<file path="src/rtl/intro_sequencer.sv">
// intro_sequencer: steps through NUM_PAGES left/right image pairs, one new
// half-page every DWELL frames or on a key_adv rising edge, while the game
// status equals INTRO_STATUS. Also decodes the current pixel against the two
// image panels and produces the per-image ROM address.
//
// Ports:
//   frame_clk     in   one edge per video frame (sole clock)
//   Reset         in   asynchronous, active-high reset
//   status        in   game status code
//   key_adv       in   level advance request (rising edge skips the dwell)
//   DrawX, DrawY  in   current pixel coordinates
//   left_img      out  image number in the left panel (0 = none)
//   right_img     out  image number in the right panel (0 = none)
//   is_left       out  pixel lies in an active left panel
//   is_right      out  pixel lies in an active right panel
//   intro_address out  ROM address of the pixel within its panel image
//   intro_done    out  sequence has completed
module intro_sequencer #(
  parameter int unsigned NUM_PAGES    = 5,
  parameter int unsigned DWELL        = 300,
  parameter int unsigned IMG_W        = 199,
  parameter int unsigned IMG_H        = 107,
  parameter int unsigned LX0          = 79,
  parameter int unsigned RX0          = 360,
  parameter int unsigned Y0           = 80,
  parameter logic [3:0]  INTRO_STATUS = 4'd2,
  parameter int unsigned ADDR_W       = 20
) (
  input  logic              frame_clk,
  input  logic              Reset,
  input  logic [3:0]        status,
  input  logic              key_adv,
  input  logic [9:0]        DrawX,
  input  logic [9:0]        DrawY,
  output logic [4:0]        left_img,
  output logic [4:0]        right_img,
  output logic              is_left,
  output logic              is_right,
  output logic [ADDR_W-1:0] intro_address,
  output logic              intro_done
);

  localparam int unsigned CNT_W = $clog2(DWELL);
  localparam logic [CNT_W-1:0] CNT_LAST = CNT_W'(DWELL - 1);
  localparam logic [3:0] LAST_PAGE = 4'(NUM_PAGES - 1);

  // Window bounds at 11 bits so RX0 + IMG_W cannot overflow.
  localparam logic [10:0] LX_LO = 11'(LX0);
  localparam logic [10:0] LX_HI = 11'(LX0 + IMG_W);
  localparam logic [10:0] RX_LO = 11'(RX0);
  localparam logic [10:0] RX_HI = 11'(RX0 + IMG_W);
  localparam logic [10:0] Y_LO  = 11'(Y0);
  localparam logic [10:0] Y_HI  = 11'(Y0 + IMG_H);

  typedef enum logic [1:0] {StIdle, StShowL, StShowLr, StDone} state_e;

  state_e           state_q, state_d;
  logic [3:0]       page_q, page_d;
  logic [CNT_W-1:0] cnt_q, cnt_d;
  logic [4:0]       left_q, left_d;
  logic [4:0]       right_q, right_d;
  logic             done_q, done_d;
  logic             adv_q;

  logic active;
  logic step;

  assign active = (status == INTRO_STATUS);
  // Counter terminal and key edge OR together, so a coincidence is one step.
  assign step   = (cnt_q == CNT_LAST) || (key_adv && !adv_q);

  always_ff @(posedge frame_clk or posedge Reset) begin
    if (Reset) begin
      state_q <= StIdle;
      page_q  <= '0;
      cnt_q   <= '0;
      left_q  <= '0;
      right_q <= '0;
      done_q  <= 1'b0;
      adv_q   <= 1'b0;
    end else begin
      state_q <= state_d;
      page_q  <= page_d;
      cnt_q   <= cnt_d;
      left_q  <= left_d;
      right_q <= right_d;
      done_q  <= done_d;
      adv_q   <= key_adv;
    end
  end

  always_comb begin
    state_d = state_q;
    page_d  = page_q;
    cnt_d   = cnt_q;
    left_d  = left_q;
    right_d = right_q;
    done_d  = done_q;
    if (!active) begin
      state_d = StIdle;
      page_d  = '0;
      cnt_d   = '0;
      left_d  = '0;
      right_d = '0;
      done_d  = 1'b0;
    end else begin
      unique case (state_q)
        StIdle: begin
          state_d = StShowL;
          page_d  = '0;
          cnt_d   = '0;
          left_d  = 5'd1;
          right_d = '0;
          done_d  = 1'b0;
        end
        StShowL: begin
          if (step) begin
            state_d = StShowLr;
            right_d = {page_q, 1'b0} + 5'd2;
            cnt_d   = '0;
          end else begin
            cnt_d = cnt_q + CNT_W'(1);
          end
        end
        StShowLr: begin
          if (step) begin
            cnt_d = '0;
            if (page_q < LAST_PAGE) begin
              state_d = StShowL;
              page_d  = page_q + 4'd1;
              left_d  = {page_q, 1'b0} + 5'd3;
              right_d = '0;
            end else begin
              state_d = StDone;
              done_d  = 1'b1;
            end
          end else begin
            cnt_d = cnt_q + CNT_W'(1);
          end
        end
        StDone: begin
          // Hold everything until status leaves the intro code.
        end
        default: state_d = StIdle;
      endcase
    end
  end

  assign left_img   = left_q;
  assign right_img  = right_q;
  assign intro_done = done_q;

  // Pixel decode uses geometry only; the image number gates just is_left/is_right.
  logic [10:0]       x_ext, y_ext;
  logic              in_y, in_lwin, in_rwin;
  logic [ADDR_W-1:0] dy_a;

  assign x_ext   = {1'b0, DrawX};
  assign y_ext   = {1'b0, DrawY};
  assign in_y    = (y_ext >= Y_LO) && (y_ext < Y_HI);
  assign in_lwin = in_y && (x_ext >= LX_LO) && (x_ext < LX_HI);
  assign in_rwin = in_y && (x_ext >= RX_LO) && (x_ext < RX_HI);
  assign dy_a    = ADDR_W'(DrawY) - ADDR_W'(Y0);

  always_comb begin
    intro_address = '0;
    if (in_lwin) begin
      intro_address = (ADDR_W'(DrawX) - ADDR_W'(LX0)) + dy_a * ADDR_W'(IMG_W);
    end else if (in_rwin) begin
      intro_address = (ADDR_W'(DrawX) - ADDR_W'(RX0)) + dy_a * ADDR_W'(IMG_W);
    end
  end

  assign is_left  = active && (left_q != 5'd0) && in_lwin;
  assign is_right = active && (right_q != 5'd0) && in_rwin;

endmodule

</file>
<file path="config.mk">
export PLATFORM = sky130hd
export DESIGN_NAME = intro_sequencer
export DESIGN_NICKNAME = d
export VERILOG_FILES = /design/src/rtl/intro_sequencer.sv
export SDC_FILE = /design/constraint.sdc
export NUM_CORES = 1
export LEC_CHECK = 0
export CORE_ASPECT_RATIO = 1.4
export CORE_MARGIN = 2
export CORE_UTILIZATION = 44
export DETAILED_ROUTE_END_ITERATION = 12
export HOLD_SLACK_MARGIN = 0.06
export PLACE_DENSITY = 0.69
export SYNTH_ARGS = -nofsm -noshare
export SYNTH_HDL_FRONTEND = slang
export SYNTH_SLANG_ARGS = --single-unit
</file>
<file path="constraint.sdc">
create_clock -name frame_clk -period 16.9 [get_ports frame_clk]
set_clock_uncertainty 0.2 [all_clocks]
set_input_delay 4.225 -clock frame_clk [delete_from_list [all_inputs] [get_ports frame_clk]]
set_output_delay 4.225 -clock frame_clk [all_outputs]
set_load 0.05 [all_outputs]
</file>
==> impl_metrics.csv, run 1 <==
group,metric,value,unit
drt,drt-initial-drc-count,234,
drt,viasPerCell,5.78,
clocking,clockRootBuffer,"clkbuf_16",
power,leakagePower,3.11,nW
placement,postPlaceCellArea,6320,um^2
sta,slew_headroom,42.1,%
global_routing,grt_pass1_vias,5422,
clocking,cts.clk_slew.worst_paths,0.06,ns
global_routing,gr-usage-met1,24.5,%
clocking,cts.sinks,22,
global_routing,antenna_found_initial,0,
sta,holdWs,0.308,ns
synthesis,netlist.area_leader.share,23.4,%
die,fp.coreArea,12400,um^2
layout,syn_to_final_growth,14.4,%
critical_path,crit_arrival,12.13,ns
synthesis,synth-async-reset-ratio,100,%
global_routing,overflow,0,
critical_path,path_class,"input pin to output port",
critical_path,cpPeakStageDelay,0.84,ns
placement,gp_congestion,0.927,
sta,finalSetupViolations,0,
clocking,clk-insertion-delay-late,0.25,ns
drt,ant_nets,0,
sta,max_freq,0.0604,GHz
sta,rsz0062_at_grt,"false",
sta,slew_viol_final,0,
sta,timing.final.crit_share,97.9,%
clocking,numCtsBuffers,3,
drt,drt_pass1_iterations,5,
die,dieArea,13700,um^2
layout,nets,916,
die,start_util,45.4,%
critical_path,r2r_cells,7,
synthesis,avgSynthCellArea,7.89,um^2
drt,routedWlPerCell,15.6,um
global_routing,grt_max_degree,23,
sta,fin_tns_setup,0,ns
drt,drc,0,
global_routing,use_met3,1.67,%
synthesis,synth.distinct_cells,66,
critical_path,cp.required,12.48,ns
power,pwr_density_cell,204,nW/um^2
drt,routed_wl,14100,um
critical_path,crit_start,"DrawY[4]",
synthesis,synth-main-ff-cell,"dfrtp_1",
critical_path,critPathMaxFanout,9,
die,dieHeight,138,um
synthesis,yosysTopAreaCell,"ha_1",
hold_path,hold_start,"cnt_q[8]",
clocking,htreeDepth,1,
synthesis,synth.most_common_cell,"ha_1",
synthesis,synth_area_leaders,"ha_1 (23%), dfrtp_1 (9.8%), fa_1 (8.6%)",
synthesis,netlist_instances,712,
global_routing,grt_util_met2,40.3,%
layout,finalInstanceArea,6420,um^2
global_routing,grtUsageTotal,21.1,%
synthesis,ys_seq_elements,22,
power,total_power,1.31,mW
hold_path,hold-path-cell-count,1,
critical_path,cp-start-kind,"input pin",
synthesis,synth-seq-area-share,9.80,%
sta,layout_min_cycle_time,16.55,ns
die,io_pins,60,
layout,fin_util,51.9,%
synthesis,ys_top_cells_by_count,"ha_1 (105), inv_1 (89), nor2_1 (49)",
global_routing,grt_pass1_wl,24300,um
synthesis,synth_area,5620,um^2
clocking,holdBufCountCts,0,
synthesis,synth_edf_count,0,
global_routing,busiest_layer,"met2",
power,vdd_drop_max,0.150,mV
clocking,cts_tree,"done",
critical_path,critPathSlowestCell,"clkdlybuf4s50_1",
clocking,cts_buffer_depth,2,
status,status,"completed",
placement,dp_hpwl,11700,um
layout,diodes,0,
placement,port-buffer-count,58,
flow_run,maxCapViolations,0,
drt,via_count,5255,
die,placementRows,48,
critical_path,cp_common_cell,"ha_1",
sta,hold_viol,0,
critical_path,r2r-start,"cnt_q[4]",
critical_path,cp-end-kind,"output port",
layout,drive_gt1_share,3.16,%
hold_path,holdCritPathClass,"register to register",
layout,fillers,1182,
sta,worst_pin_slew,0.868,ns
die,die_w,99.5,um
synthesis,ys_warn_count,0,
[routing by layer]
| metal | vias up | share of wire [%] |
|---|---|---|
| met5 | - | 0 |
| met1 | 2462 | 41 |
| met3 | 32 | 3.5 |
| met2 | 138 | 52 |
| li1 | 2623 | - |
| met4 | 0 | 2.7 |
[flip-flops by register name, summed over array words and instances (netlist names)]
signal	count
intro_done	1
adv_q	1
state_q	2
page_q	4
cnt_q	9
right_img	4
left_img	1
[repair_timing]
| action | CTS | global route |
|---|---|---|
| resized for setup | 0 | 2 |
| setup endpoints to repair | 0 | 1 |
| setup buffers | 0 | 0 |
[worst max-delay path, delay by kind of cell]
kind | cells | cell delay [ns]
AO/OA/AOI/OAI | 5 | 0.89
XOR/XNOR | 3 | 0.57
adder cells (fa/ha/maj) | 7 | 2.45
buffers and inverters | 5 | 1.69
AND/OR/NAND/NOR | 11 | 2.29
[per-stage QoR]
step                      instances  worst slack [ns]
final                           909             0.349
after global routing            909            0.0401
after CTS                       909             0.397
after detailed placement        905             0.424
after global placement          905             0.632
after floorplan                 713              1.59
[final cells by class]
class                           count  area, um^2  area share, %
Inverter                           89         334           5.20
Sequential cell                    22         551           8.57
Tap cell                          150         188           2.92
Multi-Input combinational cell    583        4660           72.5
Clock buffer                        4        88.8           1.38
Timing Repair Buffer               61         606           9.43
[cells by family after synthesis]
logic type,share of synthesized area (%)
AOI/OAI and AO/OA,21.9
muxes,1.14
adders and majority gates,32.0
and+or+nand+nor,17.6
xor gates and xnor gates,9.98
buffers and inverters,7.49
DFF,9.80
other,0.134
[final timing paths]
check                                    end  slack [ns]
setup / recovery           intro_address[17]        0.35
hold / removal                      cnt_q[8]        0.31
setup reg to reg                right_img[4]       14.24
hold reg to reg                     cnt_q[8]        0.31
max in group asynchronous           cnt_q[2]       11.71
min in group asynchronous       right_img[3]        4.26
[cell usage in the layout, fill, tap and decap left out, drive strengths merged, types with 6 or more instances in the layout]
master	Yosys	final
a211oi	8	8
fa	24	24
o22ai	15	15
a21oi	38	38
nor2b	13	13
xor2	30	30
nand4	8	8
a21o	22	22
inv	89	89
nand2	33	33
or2	6	6
and3	11	11
ha	105	105
o21ai	46	46
dfrtp	22	22
o21a	11	11
o21bai	8	8
nor2	49	49
nor4	6	6
xnor2	34	34
nor3	21	21
clkdlybuf4s50	0	57
nand3	20	20
[power breakdown]
group / internal (mW) / total, mW / switching, mW / leakage [nW]
registers: 0.0529 / 0.0531 / 0.000150 / 0.305
logic: 0.501 / 1.20 / 0.702 / 2.76
clock network: 0.0361 / 0.0545 / 0.0184 / 0.0442
total: 0.590 / 1.31 / 0.720 / 3.11
Note: power is estimated with default switching activity, not from simulation.
==> run 2, diff against run 1 <==
- CAP_MARGIN: unset -> 5
- MAX_ROUTING_LAYER: unset -> met4
==> run 2 against run 1 <==
Compared with the run above:
- clock power barely moved
- largest power group unchanged
- sequential share of layout area unchanged
- worst hold slack improved by 0.00084 ns
- total power about the same
- non-clock buffer count is the same
- fmax about the same
==> impl_metrics.csv, run 2 (synthesized netlist as in run 1, its figures left out) <==
group,metric,value,unit
die,dieArea,13700,um^2
clocking,numCtsBuffers,3,
sta,holdWs,0.309,ns
global_routing,grt_pass1_wl,24300,um
layout,regArea,551,um^2
placement,port-buffer-count,58,
die,placementRows,48,
clocking,clockRootBuffer,"clkbuf_16",
global_routing,antenna_found_initial,0,
drt,drt_pass1_iterations,5,
clocking,htreeDepth,1,
global_routing,overflow,0,
clocking,cts.repair.resized,0,
critical_path,cp_common_cell,"ha_1",
critical_path,cp-end-kind,"output port",
critical_path,cp-start-kind,"input pin",
layout,regMostFlops,"cnt_q",
die,dieHeight,138,um
placement,place_ws,0.424,ns
clocking,holdBufCountCts,0,
sta,rsz0062_at_grt,"false",
layout,final_common_cell,"ha_1",
hold_path,holdCritPathClass,"register to register",
layout,final_cell_mix,"ha_1 (105), inv_1 (89), clkdlybuf4s50_1 (57)",
critical_path,crit_arrival,12.12,ns
clocking,cts_buffer_depth,2,
drt,drc,0,
sta,worst_pin_slew,0.862,ns
placement,dpl.cell_count,905,
sta,timing.final.crit_share,97.9,%
drt,ant_nets,0,
critical_path,path_class,"input pin to output port",
critical_path,path_buf_inv,5,
clocking,cts.sinks,22,
status,status,"completed",
drt,routed_wl,14200,um
power,total_power,1.31,mW
layout,fillers,1182,
layout,syn_to_final_growth,14.4,%
power,vdd_drop_max,0.151,mV
critical_path,cpPeakStageDelay,0.84,ns
clocking,cts_setup_buffers,0,
layout,multi_input_area,4660,um^2
global_routing,grtUsageTotal,21.7,%
placement,postPlaceCellArea,6320,um^2
power,clockPowerShare,4.1,%
critical_path,cp.required,12.48,ns
clocking,cts_tree,"done",
sta,slew_headroom,42.5,%
sta,slew_viol_final,0,
power,p_seq_share,4.1,%
die,io_pins,60,
sta,finalSetupViolations,0,
placement,gp_congestion,0.944,
sta,max_freq,0.0604,GHz
die,start_util,45.4,%
layout,diodes,0,
power,leakagePower,3.11,nW
die,die_w,99.5,um
drt,routedWlPerCell,15.6,um
placement,dp_hpwl,11700,um
die,fp.coreArea,12400,um^2
critical_path,critPathMaxFanout,9,
layout,fin_cells,909,
layout,finalInstanceArea,6420,um^2
global_routing,grt_pass1_vias,5429,
power,sw_frac_of_total,54.9,%
sta,layout_min_cycle_time,16.55,ns
drt,via_count,5281,
sta,fin_tns_setup,0,ns
power,p_int,590,uW
layout,fin_util,51.9,%
critical_path,critPathSlowestCell,"clkdlybuf4s50_1",
clocking,cts.clk_slew.worst_paths,0.06,ns
sta,layout_setup_ws,0.351,ns
power,share_comb_of_total_power,91.8,%
global_routing,grt_max_degree,23,
layout,drive_gt1_share,3.16,%
drt,viasPerCell,5.81,
clocking,clk-insertion-delay-late,0.25,ns
power,p_switching,720,uW
flow_run,maxCapViolations,0,
critical_path,cp_top_family,"adder cells",
power,pwr_density_cell,204,nW/um^2
sta,hold_viol,0,
layout,largest_reg_flops,9,
drt,drt-initial-drc-count,241,
layout,nets,916,
run 2: cell counts in the layout (fill, tap and decap cells not counted):
Identical to the previous run, type by type.
run 2: cell type report:
class / count / share of cell area [%]
multi-input combinational: 583 / 72.5
timing repair buffer: 61 / 9.43
sequential: 22 / 8.57
inverter: 89 / 5.20
tap: 150 / 2.92
clock buffer: 4 / 1.38
run 2: power groups by stage:
stage               clock network [mW]  logic [mW]  registers (mW)
global placement                     0        1.15          0.0540
finish                          0.0543        1.20          0.0531
global route                    0.0571        1.34          0.0531
floorplan                            0       0.946          0.0542
detailed placement                   0        1.18          0.0540
CTS                             0.0549        1.19          0.0531
run 2: path summary, 6_finish.rpt:
path                       depth (start not counted)      from                 to  slack (ns)
max in group asynchronous                          2     Reset           cnt_q[0]       11.72
hold reg to reg                                    1  cnt_q[8]           cnt_q[8]        0.31
setup reg to reg                                   7  cnt_q[4]       right_img[4]       14.22
setup / recovery                                  31  DrawY[4]  intro_address[17]        0.35
hold / removal                                     1  cnt_q[8]           cnt_q[8]        0.31
min in group asynchronous                          2     Reset       right_img[3]        4.25
run 2: metal layers:
metal	wire length [um]	GRT usage (%)	vias up	part of all wire, %
li1	-	-	2623	-
met4	410	7.53	0	2.9
met2	7430	40.4	140	52
met5	0	-	-	0
met1	5930	24.7	2483	42
met3	430	1.17	35	3.0
run 2: worst register-to-register path, cell delays in order, from the launching register on:
cell and delay [ns]:
dfrtp_1 0.42, or4b_2 0.70, o22ai_1 0.28, inv_1 0.14, nor2_1 0.16, a21oi_1 0.08
o21ai_2 0.23, mux2_2 0.37
